==> src/rtl/multicycle_ctrl_fsm.sv <==
// Multicycle FETCH/DECODE/EXEC/MEM/WB controller for a 32-bit MIPS-subset datapath.
// Optional macro OVF_TRAP_EN: traps signed overflow of add/addi/sub (adds exc_ovf, skips WB).
//
// state  | meaning
// FETCH  | read instruction over shared port, load IR, PC <= PC+4
// DECODE | classify instruction; j/jal/jr complete here
// EXEC   | ALU operation, branch resolve, lw/sw address calculation
// MEM    | lw/sw data access over shared port
// WB     | register-file write
module multicycle_ctrl_fsm #(
    parameter int WAIT_W     = 8,
    parameter int WAIT_LIMIT = 255
) (
    input  logic        clk,
    input  logic        rst,
    input  logic [31:0] instr,
    input  logic        mem_ready,
    input  logic        alu_zero,
    input  logic        alu_overflow,
    output logic        pc_we,
    output logic [1:0]  pc_src,
    output logic        ir_we,
    output logic        mem_rd,
    output logic        mem_wr,
    output logic        mem_addr_sel,
    output logic        mdr_we,
    output logic        aluout_we,
    output logic        alu_ena,
    output logic [3:0]  aluc,
    output logic        alu_a_sel,
    output logic [1:0]  alu_b_sel,
    output logic        rf_we,
    output logic [1:0]  reg_dst,
    output logic [1:0]  wb_sel,
    output logic        illegal,
    output logic        bus_err,
`ifdef OVF_TRAP_EN
    output logic        exc_ovf,
`endif
    output logic [2:0]  state_o
);

    typedef enum logic [2:0] {
        FETCH  = 3'd0,
        DECODE = 3'd1,
        EXEC   = 3'd2,
        MEM    = 3'd3,
        WB     = 3'd4
    } state_t;

    localparam logic [WAIT_W-1:0] LIMIT_CNT  = WAIT_W'(WAIT_LIMIT);
    localparam bit                TIMEOUT_EN = (WAIT_LIMIT != 0);

    state_t            state;
    logic [WAIT_W-1:0] wait_cnt;
    logic [WAIT_W-1:0] wait_next;
    logic              timeout;

    logic [5:0] opcode;
    logic [5:0] funct;
    logic       is_rtype, is_j, is_jal, is_jr, is_beq, is_bne, is_lw, is_sw, is_ill;
    logic       ovf_op, a_shamt;
    logic [3:0] dec_aluc;
    logic [1:0] dec_bsel;

    assign opcode = instr[31:26];
    assign funct  = instr[5:0];

`ifdef OVF_TRAP_EN
    logic unused_bits;
    assign unused_bits = ^instr[25:6];
`else
    logic unused_bits;
    assign unused_bits = ^{instr[25:6], alu_overflow, ovf_op};
`endif

    always_comb begin
        is_rtype = 1'b0;
        is_j     = 1'b0;
        is_jal   = 1'b0;
        is_jr    = 1'b0;
        is_beq   = 1'b0;
        is_bne   = 1'b0;
        is_lw    = 1'b0;
        is_sw    = 1'b0;
        is_ill   = 1'b0;
        ovf_op   = 1'b0;
        a_shamt  = 1'b0;
        dec_aluc = 4'b0000;
        dec_bsel = 2'b00;
        case (opcode)
            6'h00: begin
                is_rtype = 1'b1;
                case (funct)
                    6'h00: begin dec_aluc = 4'b1110; a_shamt = 1'b1; end
                    6'h02: begin dec_aluc = 4'b1101; a_shamt = 1'b1; end
                    6'h03: begin dec_aluc = 4'b1100; a_shamt = 1'b1; end
                    6'h04: dec_aluc = 4'b1110;
                    6'h06: dec_aluc = 4'b1101;
                    6'h07: dec_aluc = 4'b1100;
                    6'h08: is_jr = 1'b1;
                    6'h20: begin dec_aluc = 4'b0010; ovf_op = 1'b1; end
                    6'h21: dec_aluc = 4'b0000;
                    6'h22: begin dec_aluc = 4'b0011; ovf_op = 1'b1; end
                    6'h23: dec_aluc = 4'b0001;
                    6'h24: dec_aluc = 4'b0100;
                    6'h25: dec_aluc = 4'b0101;
                    6'h26: dec_aluc = 4'b0110;
                    6'h27: dec_aluc = 4'b0111;
                    6'h2a: dec_aluc = 4'b1011;
                    6'h2b: dec_aluc = 4'b1010;
                    default: is_ill = 1'b1;
                endcase
            end
            6'h02: is_j   = 1'b1;
            6'h03: is_jal = 1'b1;
            6'h04: begin is_beq = 1'b1; dec_aluc = 4'b0011; end
            6'h05: begin is_bne = 1'b1; dec_aluc = 4'b0011; end
            6'h08: begin dec_aluc = 4'b0010; dec_bsel = 2'b01; ovf_op = 1'b1; end
            6'h09: begin dec_aluc = 4'b0000; dec_bsel = 2'b01; end
            6'h0a: begin dec_aluc = 4'b1011; dec_bsel = 2'b01; end
            6'h0b: begin dec_aluc = 4'b1010; dec_bsel = 2'b01; end
            6'h0c: begin dec_aluc = 4'b0100; dec_bsel = 2'b10; end
            6'h0d: begin dec_aluc = 4'b0101; dec_bsel = 2'b10; end
            6'h0e: begin dec_aluc = 4'b0110; dec_bsel = 2'b10; end
            6'h0f: begin dec_aluc = 4'b1000; dec_bsel = 2'b10; end
            6'h23: begin is_lw = 1'b1; dec_aluc = 4'b0000; dec_bsel = 2'b01; end
            6'h2b: begin is_sw = 1'b1; dec_aluc = 4'b0000; dec_bsel = 2'b01; end
            default: is_ill = 1'b1;
        endcase
    end

    // Counter saturates so WAIT_LIMIT=0 (wait forever) never wraps.
    assign wait_next = (wait_cnt == {WAIT_W{1'b1}}) ? wait_cnt : wait_cnt + WAIT_W'(1);
    assign timeout   = TIMEOUT_EN && (wait_cnt == LIMIT_CNT);

    always_ff @(posedge clk) begin
        if (rst) begin
            state    <= FETCH;
            wait_cnt <= '0;
        end else begin
            case (state)
                FETCH: begin
                    if (timeout) begin
                        wait_cnt <= '0;
                    end else if (mem_ready) begin
                        wait_cnt <= '0;
                        state    <= DECODE;
                    end else begin
                        wait_cnt <= wait_next;
                    end
                end
                DECODE: begin
                    wait_cnt <= '0;
                    state    <= (is_j || is_jal || is_jr || is_ill) ? FETCH : EXEC;
                end
                EXEC: begin
                    wait_cnt <= '0;
                    if (is_beq || is_bne)
                        state <= FETCH;
                    else if (is_lw || is_sw)
                        state <= MEM;
`ifdef OVF_TRAP_EN
                    else if (ovf_op && alu_overflow)
                        state <= FETCH;
`endif
                    else
                        state <= WB;
                end
                MEM: begin
                    if (timeout) begin
                        wait_cnt <= '0;
                        state    <= FETCH;
                    end else if (mem_ready) begin
                        wait_cnt <= '0;
                        state    <= is_lw ? WB : FETCH;
                    end else begin
                        wait_cnt <= wait_next;
                    end
                end
                WB: begin
                    wait_cnt <= '0;
                    state    <= FETCH;
                end
                default: begin
                    wait_cnt <= '0;
                    state    <= FETCH;
                end
            endcase
        end
    end

    // Strobes depend on mem_ready/alu_zero in the same cycle, so they are decoded, not registered.
    always_comb begin
        pc_we        = 1'b0;
        pc_src       = 2'b00;
        ir_we        = 1'b0;
        mem_rd       = 1'b0;
        mem_wr       = 1'b0;
        mem_addr_sel = 1'b0;
        mdr_we       = 1'b0;
        aluout_we    = 1'b0;
        alu_ena      = 1'b0;
        aluc         = 4'b0000;
        alu_a_sel    = 1'b0;
        alu_b_sel    = 2'b00;
        rf_we        = 1'b0;
        reg_dst      = 2'b00;
        wb_sel       = 2'b00;
        illegal      = 1'b0;
        bus_err      = 1'b0;
`ifdef OVF_TRAP_EN
        exc_ovf      = 1'b0;
`endif
        if (!rst) begin
            case (state)
                FETCH: begin
                    if (timeout) begin
                        bus_err = 1'b1;
                    end else begin
                        mem_rd = 1'b1;
                        if (mem_ready) begin
                            ir_we = 1'b1;
                            pc_we = 1'b1;
                        end
                    end
                end
                DECODE: begin
                    if (is_ill) begin
                        illegal = 1'b1;
                    end else if (is_j) begin
                        pc_we  = 1'b1;
                        pc_src = 2'b10;
                    end else if (is_jal) begin
                        pc_we   = 1'b1;
                        pc_src  = 2'b10;
                        rf_we   = 1'b1;
                        reg_dst = 2'b10;
                        wb_sel  = 2'b10;
                    end else if (is_jr) begin
                        pc_we  = 1'b1;
                        pc_src = 2'b11;
                    end
                end
                EXEC: begin
                    alu_ena   = 1'b1;
                    aluc      = dec_aluc;
                    alu_a_sel = a_shamt;
                    alu_b_sel = dec_bsel;
                    if (is_beq || is_bne) begin
                        pc_we  = is_beq ? alu_zero : !alu_zero;
                        pc_src = 2'b01;
                    end else begin
                        aluout_we = 1'b1;
`ifdef OVF_TRAP_EN
                        exc_ovf = ovf_op && alu_overflow;
`endif
                    end
                end
                MEM: begin
                    mem_addr_sel = 1'b1;
                    if (timeout) begin
                        bus_err = 1'b1;
                    end else begin
                        mem_rd = is_lw;
                        mem_wr = is_sw;
                        mdr_we = is_lw && mem_ready;
                    end
                end
                WB: begin
                    rf_we   = 1'b1;
                    reg_dst = is_lw ? 2'b00 : (is_rtype ? 2'b01 : 2'b00);
                    wb_sel  = is_lw ? 2'b01 : 2'b00;
                end
                default: ;
            endcase
        end
    end

    assign state_o = rst ? 3'd0 : state;

endmodule

==> config.mk <==
export PLATFORM = sky130hd
export DESIGN_NAME = multicycle_ctrl_fsm
export DESIGN_NICKNAME = d
export VERILOG_FILES = /design/src/rtl/multicycle_ctrl_fsm.sv
export SDC_FILE = /design/constraint.sdc
export NUM_CORES = 1
export LEC_CHECK = 0
export BUFFER_PORTS_ARGS = -buffer_cell sky130_fd_sc_hd__buf_2
export CAP_MARGIN = 25
export CORE_MARGIN = 2
export CORE_UTILIZATION = 45
export DETAILED_ROUTE_END_ITERATION = 7
export PLACE_DENSITY = 0.86
export SLEW_MARGIN = 25
export SYNTH_ARGS = -nofsm -noshare
export SYNTH_HDL_FRONTEND = slang
export SYNTH_SLANG_ARGS = --single-unit
==> constraint.sdc <==
create_clock -name clk -period 2.95 [get_ports clk]
set_input_delay 0.295 -clock clk [delete_from_list [all_inputs] [get_ports clk]]
set_output_delay 0.295 -clock clk [all_outputs]
set_load 0.005 [all_outputs]
==> summary.md <==
| Metric | Value |
|---|---|
| Crit Path Max Fanout | `15` |
| Hold path start | `mem_ready` |
| Outcome | `finished clean` |
| Placed Cells | `254` |
| Area growth from synthesis to layout | `16.5%` |
| Global-route wire length before repair | `5.23 mm` |
| Crit. End Element | `output pin` |
| Multi-input gate area | `965 um2` |
| Hold buffers post-CTS | `0` |
| Layout Nets | `266` |
| # Post-CTS Setup Buffers | `0` |
| Clock sink count | `11` |
| RSZ-0062 raised after global routing | `no` |
| Pint | `254 uW` |
| Reg2reg end | `state[1]$_SDFFE_PP0P_` |
| MaxCap Viol Count | `0` |
| Core Region | `2730 um2` |
| Layout filler cell count | `267` |
| Clk pwr share | `26.6%` |
| Setup TNS | `0 ns` |
| Lkg Pwr | `0.000667 uW` |
| VDD IR max | `314 uV` |
| Placed cell area | `1460 um2` |
| F_max | `0.409 GHz` |
| Deepest clock path buffer count | `2` |
| Top-count cell post-synth | `nor2_1` |
| Post-synth top flop | `dfxtp_1` |
| Sw Pwr | `135 uW` |
| Gpl congestion | `0.860` |
| Drt initial violations | `104` |
| Hold Path Stages | `2` |
| Boundary Pins | `64` |
| Avg Inst Size Synth | `6.51 um2` |
| R2r worst-path depth | `6` |
| Synth Warn # | `0` |
| Worst reg-to-reg setup slack | `1.05 ns` |
| Max-slew headroom | `72.7%` |
| TritonCTS clock tree | `built` |
| FP Rows | `19` |
| Post-Syn Nets | `234` |
| CP peak stage delay | `0.56 ns` |
| Fin cells | `258` |
| Reg power frac | `41.2%` |
| Crit Path Category | `input port to output pin` |
| CP startpoint kind | `input port` |
| Top cell type's share of synthesized area | `17.3%` |
| Cell taking the most area after synthesis | `dfxtp_1` |
| Pins Over Slew Limit | `0` |
| First-pass DRT Iterations | `4` |
| Top cells by count, synth | `37 x nor2_1, 21 x nand2_1, 13 x clkbuf_1, 11 x dfxtp_1, 10 x o21ai_0` |
| Switching share of power | `34.7%` |
| Critical Path RT | `2.65 ns` |
| Total wire length | `3.09 mm` |
| Largest net degree at the start of global routing | `16` |
| Clk slew on worst S/H paths | `0.07 ns` |
| Max Clock Skew | `0.000558 ns` |
| Drt wl/cell | `12.0 um` |
| Skew-Pair Late Insertion Delay | `0.27 ns` |
| Number of synthesized flops with an enable pin | `0` |
| Vias per cell | `5.59` |
| Dpl hpwl | `2.35 mm` |
| GRT overflow | `0` |
| Final min period | `2.45 ns` |
| Distinct cells, synth | `46` |
| Mapped Area | `1280 um2` |
| Htree depth | `1` |
| Pwr per Cell Area | `262 nW/um2` |
| Die height | `57.3 um` |
| Resized cells post-CTS | `0` |
| Sequential-to-total area share from yosys stat | `17.3%` |
| Cells taking the most area after synthesis | `dfxtp_1 17%, nor2_1 11%, nand2_1 6.2%` |
| Initial antenna violation count | `0` |
| Final worst path period share | `82.9%` |
| Hold Path End | `wait_cnt[6]$_SDFF_PP0_` |
| Fin area | `1490 um2` |
| Layout cell share with drive strength beyond 1 | `23.8%` |
| Critical-path top delay cell | `or4_4` |
| Comb pwr share | `32.2%` |
| Share of async-settable or async-resettable flops after synthesis | `0%` |
| Die width | `57.3 um` |
| Port Buffers | `42` |
| Root buf cell | `clkbuf_4` |
| Flops & latches, synth | `11` |
| RR Startpoint | `wait_cnt[0]$_SDFF_PP0_` |
| Vias in the first global route | `1262` |
| Antenna viol nets, final | `0` |
| DRC viols | `0` |
| Via count | `1442` |
| ANT cells | `0` |
| Tot Pwr | `390 uW` |
| Final-report hold violation count | `0` |
| Die area | `3280 um2` |
| Hold WC Path Type | `input port to flop` |
| Critical path's most frequent cell | `buf_2` |
| Crit path DAT | `2.15 ns` |
| CTS Buf Count | `3` |
| GRT Overall Usage | `19.2%` |
| Post-Synthesis Cells | `196` |
| FF/Latch Area | `220 um2` |
| Critical path cell sequence | `buf_2 > or4_4 > or3_4 > nand2b_4 > o41ai_2 > buf_2` |
| Slew @ Worst Pin | `0.409 ns` |
| Initial Utilization | `46.7%` |
| Setup-failing EPs final | `0` |
-- worst max-delay path, delay by kind of cell --
family / cells / cell delay [ns]
buffers and inverters: 2 / 0.37
AND/OR/NAND/NOR: 3 / 1.09
AO/OA/AOI/OAI: 1 / 0.40
-- metrics by stage --
stage	worst slack (ns)	hold slack [ns]	util, %
after floorplan	0.831	0.372	-
after global placement	0.543	0.443	53.4
after detailed placement	0.541	0.453	53.4
after CTS	0.538	0.226	54.4
after global routing	0.380	0.221	54.4
final	0.503	0.233	54.4
-- area by class of cell --
cell class	count	area share, %
Inverter	5	1.26
Sequential cell	11	14.8
Clock buffer	4	1.77
Timing Repair Buffer	43	14.6
Tap cell	31	2.61
Multi-Input combinational cell	164	64.9
-- metal layers --
layer	GRT usage, %	vias to the layer above	wire [um]
met3	2.72	0	201
li1	-	744	-
met5	0	-	0
met2	30.4	60	1420
met4	3.32	0	0
met1	28.1	638	1460
-- power by group through the flow --
stage                     Sequential [uW]  Combinational, uW  Clock (uW)
after floorplan                       161               94.1           0
after global placement                164                122           0
after detailed placement              164                123           0
after CTS                             160                124         108
after global routing                  162                142         118
final                                 160                126         104
-- layout by cell type (no fill, tap or decap), types with 2 or more instances in the layout --
| master | count |
|---|---|
| mux2i_1 | 2 |
| and3_1 | 2 |
| o32ai_1 | 2 |
| a22oi_1 | 3 |
| dfxtp_1 | 11 |
| nor2_1 | 37 |
| clkbuf_4 | 3 |
| nand4_1 | 2 |
| a31oi_1 | 2 |
| xnor2_1 | 3 |
| nor3_1 | 4 |
| nor4_1 | 7 |
| inv_1 | 5 |
| and2_1 | 4 |
| or3_1 | 4 |
| xor2_1 | 6 |
| a21oi_1 | 9 |
| nand3_1 | 8 |
| nor2b_1 | 8 |
| buf_2 | 42 |
| nand2b_1 | 6 |
| nor3b_1 | 4 |
| nand2_1 | 21 |
| o21ai_0 | 10 |
-- how the worst max path moves through the flow --
stage,from,to,slack [ns],cells after the start
after detailed placement,instr[29],aluc[2],0.54,8
final,instr[29],pc_src[0],0.50,6
after global placement,instr[29],aluc[2],0.54,8
after CTS,instr[29],aluc[2],0.54,8
after global routing,instr[29],aluc[2],0.38,8
after floorplan,instr[28],aluc[2],0.83,7
-- registers in the layout, indices dropped and copies added (netlist names) --
name and flops:
wait_cnt 8, state 3
-- kinds of logic (layout without fill, tap and decap cells) --
| logic type | after synthesis | count (layout) | synth area share, % |
|---|---|---|---|
| compound gates | 37 | 37 | 20.9 |
| xor+xnor | 9 | 9 | 6.18 |
| fa+ha+maj | 1 | 1 | 0.980 |
| buf+inv | 21 | 52 | 7.16 |
| flops | 11 | 11 | 17.3 |
| mux | 2 | 2 | 1.57 |
| simple gates | 115 | 115 | 46.0 |
No activity file was read; power rests on OpenSTA's default activity.
